<file path="config.mk">
export PLATFORM = sky130hd
export DESIGN_NAME = axil_rr_arbiter
export DESIGN_NICKNAME = d
export VERILOG_FILES = /design/src/rtl/axil_rr_arbiter.sv
export SDC_FILE = /design/constraint.sdc
export NUM_CORES = 1
export LEC_CHECK = 0
export ABC_AREA = 1
export CAP_MARGIN = 20
export CORE_AREA = 2 2 173 175
export DETAILED_ROUTE_END_ITERATION = 8
export DIE_AREA = 0 0 175 177
export GPL_TIMING_DRIVEN = 0
export SLEW_MARGIN = 20
export SYNTH_ARGS = -nofsm -noshare
export SYNTH_HDL_FRONTEND = slang
export SYNTH_SLANG_ARGS = --single-unit
</file>
<file path="constraint.sdc">
create_clock -name clock -period 3.4 [get_ports clock]
set_clock_uncertainty 0.1 [all_clocks]
set_input_delay 0.34 -clock clock [delete_from_list [all_inputs] [get_ports clock]]
set_output_delay 0.34 -clock clock [all_outputs]
set_load 0.05 [all_outputs]
</file>
<file path="src/rtl/axil_rr_arbiter.sv">
// Two-master / one-slave AXI4-Lite arbiter with round-robin fairness.
// Master 0 (IFU) and master 1 (LSU) share one downstream port. Whole
// transactions are serialized (AR->R or AW+W->B), and the grant is held until
// the response handshake completes.
// Ports: clock/reset (sync, active-high); m0_*/m1_* master-side AXI4-Lite
// slave ports; s_* downstream AXI4-Lite master port; grant_id/busy status.
// Optional feature: define AXIL_ARB_TIMEOUT_EN to enable a watchdog that
// answers a stalled transaction with an error response after TIMEOUT cycles.
module axil_rr_arbiter #(
  parameter int unsigned ADDR_W  = 32,
  parameter int unsigned DATA_W  = 32,
  parameter int unsigned TIMEOUT = 1023
) (
  input  logic                clock,
  input  logic                reset,
  // master 0
  input  logic [ADDR_W-1:0]   m0_araddr,
  input  logic                m0_arvalid,
  output logic                m0_arready,
  output logic [DATA_W-1:0]   m0_rdata,
  output logic [1:0]          m0_rresp,
  output logic                m0_rvalid,
  input  logic                m0_rready,
  input  logic [ADDR_W-1:0]   m0_awaddr,
  input  logic                m0_awvalid,
  output logic                m0_awready,
  input  logic [DATA_W-1:0]   m0_wdata,
  input  logic [DATA_W/8-1:0] m0_wstrb,
  input  logic                m0_wvalid,
  output logic                m0_wready,
  output logic [1:0]          m0_bresp,
  output logic                m0_bvalid,
  input  logic                m0_bready,
  // master 1
  input  logic [ADDR_W-1:0]   m1_araddr,
  input  logic                m1_arvalid,
  output logic                m1_arready,
  output logic [DATA_W-1:0]   m1_rdata,
  output logic [1:0]          m1_rresp,
  output logic                m1_rvalid,
  input  logic                m1_rready,
  input  logic [ADDR_W-1:0]   m1_awaddr,
  input  logic                m1_awvalid,
  output logic                m1_awready,
  input  logic [DATA_W-1:0]   m1_wdata,
  input  logic [DATA_W/8-1:0] m1_wstrb,
  input  logic                m1_wvalid,
  output logic                m1_wready,
  output logic [1:0]          m1_bresp,
  output logic                m1_bvalid,
  input  logic                m1_bready,
  // slave
  output logic [ADDR_W-1:0]   s_araddr,
  output logic                s_arvalid,
  input  logic                s_arready,
  input  logic [DATA_W-1:0]   s_rdata,
  input  logic [1:0]          s_rresp,
  input  logic                s_rvalid,
  output logic                s_rready,
  output logic [ADDR_W-1:0]   s_awaddr,
  output logic                s_awvalid,
  input  logic                s_awready,
  output logic [DATA_W-1:0]   s_wdata,
  output logic [DATA_W/8-1:0] s_wstrb,
  output logic                s_wvalid,
  input  logic                s_wready,
  input  logic [1:0]          s_bresp,
  input  logic                s_bvalid,
  output logic                s_bready,
  // status
  output logic                grant_id,
  output logic                busy
);

  localparam int unsigned STRB_W = DATA_W / 8;
`ifdef AXIL_ARB_TIMEOUT_EN
  localparam int unsigned CNT_W = $clog2(TIMEOUT + 1);
`endif

  typedef enum logic [1:0] {
    S_IDLE = 2'd0,
    S_RD   = 2'd1,
    S_WR   = 2'd2
`ifdef AXIL_ARB_TIMEOUT_EN
    , S_ERR = 2'd3
`endif
  } state_e;

  state_e state_q, state_d;
  logic   grant_q, grant_d;
  logic   last_q, last_d;
`ifdef AXIL_ARB_TIMEOUT_EN
  logic [CNT_W-1:0] cnt_q, cnt_d;
  logic             rd_q, rd_d;
`endif

  // Granted-master request signals
  logic [ADDR_W-1:0] g_araddr, g_awaddr;
  logic [DATA_W-1:0] g_wdata;
  logic [STRB_W-1:0] g_wstrb;
  logic              g_arvalid, g_rready, g_awvalid, g_wvalid, g_bready;

  assign g_araddr  = grant_q ? m1_araddr  : m0_araddr;
  assign g_arvalid = grant_q ? m1_arvalid : m0_arvalid;
  assign g_rready  = grant_q ? m1_rready  : m0_rready;
  assign g_awaddr  = grant_q ? m1_awaddr  : m0_awaddr;
  assign g_awvalid = grant_q ? m1_awvalid : m0_awvalid;
  assign g_wdata   = grant_q ? m1_wdata   : m0_wdata;
  assign g_wstrb   = grant_q ? m1_wstrb   : m0_wstrb;
  assign g_wvalid  = grant_q ? m1_wvalid  : m0_wvalid;
  assign g_bready  = grant_q ? m1_bready  : m0_bready;

  // Round-robin pick: on a tie the master that did not go last wins
  logic req0, req1, pick, pick_rd;
  assign req0    = m0_arvalid | m0_awvalid;
  assign req1    = m1_arvalid | m1_awvalid;
  assign pick    = (req0 & req1) ? ~last_q : req1;
  assign pick_rd = pick ? m1_arvalid : m0_arvalid;

  // Response signals headed to whichever master holds the grant
  logic [DATA_W-1:0] r_rdata;
  logic [1:0]        r_rresp, r_bresp;
  logic              r_arready, r_rvalid, r_awready, r_wready, r_bvalid;

  always_ff @(posedge clock) begin
    if (reset) begin
      state_q <= S_IDLE;
      grant_q <= 1'b0;
      last_q  <= 1'b1;
`ifdef AXIL_ARB_TIMEOUT_EN
      cnt_q   <= '0;
      rd_q    <= 1'b0;
`endif
    end else begin
      state_q <= state_d;
      grant_q <= grant_d;
      last_q  <= last_d;
`ifdef AXIL_ARB_TIMEOUT_EN
      cnt_q   <= cnt_d;
      rd_q    <= rd_d;
`endif
    end
  end

  always_comb begin
    state_d   = state_q;
    grant_d   = grant_q;
    last_d    = last_q;
`ifdef AXIL_ARB_TIMEOUT_EN
    cnt_d     = cnt_q;
    rd_d      = rd_q;
`endif
    s_araddr  = '0;
    s_arvalid = 1'b0;
    s_rready  = 1'b0;
    s_awaddr  = '0;
    s_awvalid = 1'b0;
    s_wdata   = '0;
    s_wstrb   = '0;
    s_wvalid  = 1'b0;
    s_bready  = 1'b0;
    r_arready = 1'b0;
    r_rdata   = '0;
    r_rresp   = 2'b00;
    r_rvalid  = 1'b0;
    r_awready = 1'b0;
    r_wready  = 1'b0;
    r_bresp   = 2'b00;
    r_bvalid  = 1'b0;

    unique case (state_q)
      S_IDLE: begin
        if (req0 | req1) begin
          grant_d = pick;
          state_d = pick_rd ? S_RD : S_WR;
`ifdef AXIL_ARB_TIMEOUT_EN
          rd_d    = pick_rd;
`endif
        end
`ifdef AXIL_ARB_TIMEOUT_EN
        // Drain late responses of timed-out transactions
        cnt_d    = '0;
        s_rready = 1'b1;
        s_bready = 1'b1;
`endif
      end
      S_RD: begin
        s_araddr  = g_araddr;
        s_arvalid = g_arvalid;
        s_rready  = g_rready;
        r_arready = s_arready;
        r_rdata   = s_rdata;
        r_rresp   = s_rresp;
        r_rvalid  = s_rvalid;
        if (s_rvalid & g_rready) begin
          state_d = S_IDLE;
          last_d  = grant_q;
        end
`ifdef AXIL_ARB_TIMEOUT_EN
        else begin
          cnt_d = cnt_q + CNT_W'(1);
          if (cnt_d == CNT_W'(TIMEOUT)) state_d = S_ERR;
        end
`endif
      end
      S_WR: begin
        s_awaddr  = g_awaddr;
        s_awvalid = g_awvalid;
        s_wdata   = g_wdata;
        s_wstrb   = g_wstrb;
        s_wvalid  = g_wvalid;
        s_bready  = g_bready;
        r_awready = s_awready;
        r_wready  = s_wready;
        r_bresp   = s_bresp;
        r_bvalid  = s_bvalid;
        if (s_bvalid & g_bready) begin
          state_d = S_IDLE;
          last_d  = grant_q;
        end
`ifdef AXIL_ARB_TIMEOUT_EN
        else begin
          cnt_d = cnt_q + CNT_W'(1);
          if (cnt_d == CNT_W'(TIMEOUT)) state_d = S_ERR;
        end
`endif
      end
`ifdef AXIL_ARB_TIMEOUT_EN
      S_ERR: begin
        // Slave side stays quiet; master gets a DECERR-style response
        if (rd_q) begin
          r_rvalid = 1'b1;
          r_rresp  = 2'b11;
          if (g_rready) begin
            state_d = S_IDLE;
            last_d  = grant_q;
          end
        end else begin
          r_bvalid = 1'b1;
          r_bresp  = 2'b11;
          if (g_bready) begin
            state_d = S_IDLE;
            last_d  = grant_q;
          end
        end
      end
`endif
      default: state_d = S_IDLE;
    endcase
  end

  // Route responses to the granted master only
  assign m0_arready = ~grant_q & r_arready;
  assign m0_rdata   = grant_q ? '0 : r_rdata;
  assign m0_rresp   = grant_q ? 2'b00 : r_rresp;
  assign m0_rvalid  = ~grant_q & r_rvalid;
  assign m0_awready = ~grant_q & r_awready;
  assign m0_wready  = ~grant_q & r_wready;
  assign m0_bresp   = grant_q ? 2'b00 : r_bresp;
  assign m0_bvalid  = ~grant_q & r_bvalid;

  assign m1_arready = grant_q & r_arready;
  assign m1_rdata   = grant_q ? r_rdata : '0;
  assign m1_rresp   = grant_q ? r_rresp : 2'b00;
  assign m1_rvalid  = grant_q & r_rvalid;
  assign m1_awready = grant_q & r_awready;
  assign m1_wready  = grant_q & r_wready;
  assign m1_bresp   = grant_q ? r_bresp : 2'b00;
  assign m1_bvalid  = grant_q & r_bvalid;

  assign grant_id = grant_q;
  assign busy     = (state_q != S_IDLE);

endmodule

</file>
-- Word level (Yosys, flattened, before mapping)
Cells that the tools add are included.
- add/sub/neg operators: 0
- multiply operators: 0
- div/mod/pow operators: 0
- order comparisons: 0
- equal/unequal tests: 5
- shifts and indexed selects: 0
- multiplexer cells: 42
- bitwise logic cells: 18
- reduce and logical (&&, ||, !) cells: 6
- operator list (operator ; number):
    $mux W32 ; 9
    $mux W2 ; 10
    $mux W1 ; 19
    $and A1 B1 Y1 ; 13
    $mux W4 ; 2
    $ne A2 B2 Y1 const B ; 3
    $pmux W2 S3 ; 1
    $reduce_and A3 Y1 ; 2
    $reduce_bool A2 Y1 ; 2
    $or A1 B1 Y1 ; 3
    $eq A2 B1 Y1 const B ; 1
    $eq A2 B2 Y1 const B ; 1
    $logic_not A2 Y1 ; 1
    $not A1 Y1 ; 2
    $pmux W1 S2 ; 1
    $reduce_and A2 Y1 ; 1
- flip-flop bits (word level): 4
- bits in latches: 0
- bits in writable memories: 0
- bits in read-only memories: 0
- input bits: 253
- output and inout port bits: 189
- word-level logic and storage cells: 74
- memories kept: 0

-- Logic depth before layout (Yosys ltp)
- depth after elaboration: 7
- gate-level depth with buffers: 8
- depth with buffers taken out: 7

-- Worst setup path after synthesis
Ideal clock, no wire load.
- path type: reg-to-output
- start: register grant_q (netlist: grant_id)
- end: output port m1_arready
- data arrival time: 2.259 ns
- data required time: 2.960 ns
- slack: 0.701 ns
- cell stages (with the launch flop): 6
- buffers on the path: 3
- cells stage by stage: dfxtp_1 -> buf_4 -> inv_4 -> buf_6 -> buf_6 -> nor3_1
- longest elaborated chain between the ends: 1
- ends and longest elaborated chain (item ; RTL line ; text):
    start: declaration ; 90 ; logic grant_q, grant_d;
    start signal: assignment ; 136 ; grant_q <= grant_d;
    $and A1 B1 Y1 ; 262 ; assign m1_arready = grant_q & r_arready;
    end: declaration ; 37 ; output logic m1_arready,
No other way between the ends.

-- Final worst setup path
- start: register grant_q (netlist: grant_id)
- end: output port s_wdata[10]
- longest elaborated chain between the ends: 2
- ends and longest elaborated chain (item ; RTL line ; text):
    $mux W32 ; 108 ; assign g_wdata = grant_q ? m1_wdata : m0_wdata;
    $mux W32 ; 171 ; unique case (state_q)
    end: declaration ; 63 ; output logic [DATA_W-1:0] s_wdata,
No other way between the ends.

==> results.json <==
{
  "outcome": "complete, no violations",
  "finalHoldViolations": 0,
  "drt-pass1-iter-count": 4,
  "antenna_cells": 0,
  "cts_buffers": 3,
  "syn2layout_area_growth_pct": 186,
  "die_w_um": 175,
  "cts_max_level": 1,
  "worst_ep_required_time_ns": 2.96,
  "end_kind": "output pin",
  "grt_pass1_wl_mm": 27.6,
  "gr-usage-all-layers_pct": 11.2,
  "max_slew_margin_pct": 58.3,
  "final_common_cell": "clkdlybuf4s50_1",
  "post_cts_buffers": 0,
  "chipHeight_um": 177,
  "wl_per_cell_um": 14.4,
  "tritoncts": "yes",
  "synth_area_per_cell_um2": 5.02,
  "final_antenna_net_count": 0,
  "cts-root-buf": "clkbuf_16",
  "drv_cap": 0,
  "drive_gt1_share_pct": 9.93,
  "crit_fanout": 10,
  "synth_cell_types": 20,
  "cts_resized": 0,
  "gp_congestion": 0.845,
  "power_frac_clock_pct": 7.0,
  "crit_type": "flop to output pin",
  "fp-row-count": 63,
  "fp.dieArea_mm2": 0.0310,
  "combPwrFrac_pct": 90.6,
  "postCtsHoldBufs": 0,
  "ys_ff_latch": 4,
  "tns_ns": 0,
  "cp.arrival_ns": 2.44,
  "clk_latency_ns": 0.23,
  "finalCritPeriodShare_pct": 84.7,
  "final_cell_mix": "clkdlybuf4s50_1 (441), nand2_1 (218), a21oi_1 (84), nor3_1 (62), inv_1 (50)",
  "grt_max_degree": 11,
  "vdd_drop_max_mv": 0.197,
  "viasPerCell": 3.76,
  "dr.first_iter.drc_count": 187,
  "utilization_pct": 26.2,
  "worstMarginPinSlew_ns": 0.625,
  "clock_path_buffers": 2,
  "nets": 1232,
  "grt_overflow": 0,
  "routed_wl_mm": 19.6,
  "drc_errors": 0,
  "io_buffers": 441,
  "synthesis.nets": 786,
  "start_util_pct": 9.14,
  "seqPwrFrac_pct": 2.4,
  "coreArea_mm2": 0.0292,
  "p_sw_share_pct": 59.9,
  "grt_pass1_vias": 4876,
  "ys_seq_area_share_pct": 2.99,
  "clock.fmax_mhz": 347,
  "start_kind": "flop",
  "leakagePower_nw": 2.95,
  "clk_pin_slew_ns": 0.03,
  "rsz0062_at_grt": "no",
  "synth_warnings": 0,
  "dp_worst_setup_slack_ns": 0.712,
  "pwr_density_cell_mw_per_mm2": 349,
  "clkSinkCount": 4,
  "setup_violations": 0,
  "setup_slack_ns": 0.521,
  "dp_hpwl_mm": 16.7,
  "netlist_area_mm2": 0.00267,
  "hold_class": "flop to flop",
  "hold_ws_ns": 0.372,
  "intPower_mw": 1.07,
  "slew_viol_final": 0,
  "synth_cells": 533,
  "period_needed_ns": 2.88,
  "num_vias": 5146,
  "antenna_found_initial": 0,
  "io_pins": 442,
  "p_sw_mw": 1.60
}
==> area by class of cell <==
| cell class | count | area, um2 |
|---|---|---|
| fill | 3203 | 21600 |
| timing repair buffer | 441 | 4410 |
| multi-input combinational | 424 | 2040 |
| tap | 390 | 488 |
| buffer | 51 | 353 |
| inverter | 54 | 205 |
| sequential | 4 | 80.1 |
| clock buffer | 3 | 75.1 |
==> registers in the layout, indices dropped and copies added, names as in the netlist <==
register	cells
grant_id	1
state_q	2
last_q	1
==> path summary, 6_finish.rpt <==
check,start,end,slack (ns),cells past startpoint
max reg2reg,grant_id$_SDFFE_PP0P_,last_q$_SDFFE_PP1P_,1.95,8
max,grant_id$_SDFFE_PP0P_,s_wdata[10],0.52,6
min reg2reg,last_q$_SDFFE_PP1P_,last_q$_SDFFE_PP1P_,0.37,2
min,last_q$_SDFFE_PP1P_,last_q$_SDFFE_PP1P_,0.37,2
==> per-stage QoR <==
stage          instances  area, um2  power, mW
2_1_floorplan        533       2670       1.52
3_3_place_gp        1364       7580       2.50
3_5_place_dp        1364       7580       2.51
4_1_cts             1367       7650       2.70
5_1_grt             1367       7650       2.82
6_report            1367       7650       2.67
==> power by group through the flow <==
stage	Sequential, mW	Combinational [mW]	Clock, mW
2_1_floorplan	0.0711	1.45	0
3_3_place_gp	0.0651	2.44	0
3_5_place_dp	0.0657	2.44	0
4_1_cts	0.0652	2.45	0.187
5_1_grt	0.0662	2.56	0.190
6_report	0.0651	2.42	0.186
==> logic make-up after synthesis <==
logic type | share of synthesized area (%)
simple gates | 52.4
compound gates | 23.8
buf+inv | 20.9
flops | 2.99
==> cell usage after synthesis (all sizes together) <==
master / n / area [um2]
a21oi: 106 / 613
buf: 46 / 334
clkbuf: 5 / 18.8
dfxtp: 4 / 80.1
inv: 54 / 205
nand2: 218 / 818
nand3: 5 / 25.0
nand4: 1 / 6.26
nor2: 8 / 40.0
nor3: 82 / 510
o21a: 1 / 7.51
o21ai: 3 / 15.0
==> critical path, stage by stage, from the launching register on <==
cell and delay (ns):
dfxtp_1 0.33, buf_4 0.17, buf_4 0.23, buf_2 0.29, nand2_1 0.08, a21oi_1 0.24, clkdlybuf4s50_1 0.85
==> metal layers <==
metal  global-route usage [%]  part of all wire [%]  vias up
li1                         -                     -     2599
met1                     13.7                    40     2286
met2                     20.9                    51      249
met3                     2.34                   7.9       12
met4                     1.28                  0.80        0
met5                        0                     0        -
Power figures use the tool's default switching activity.
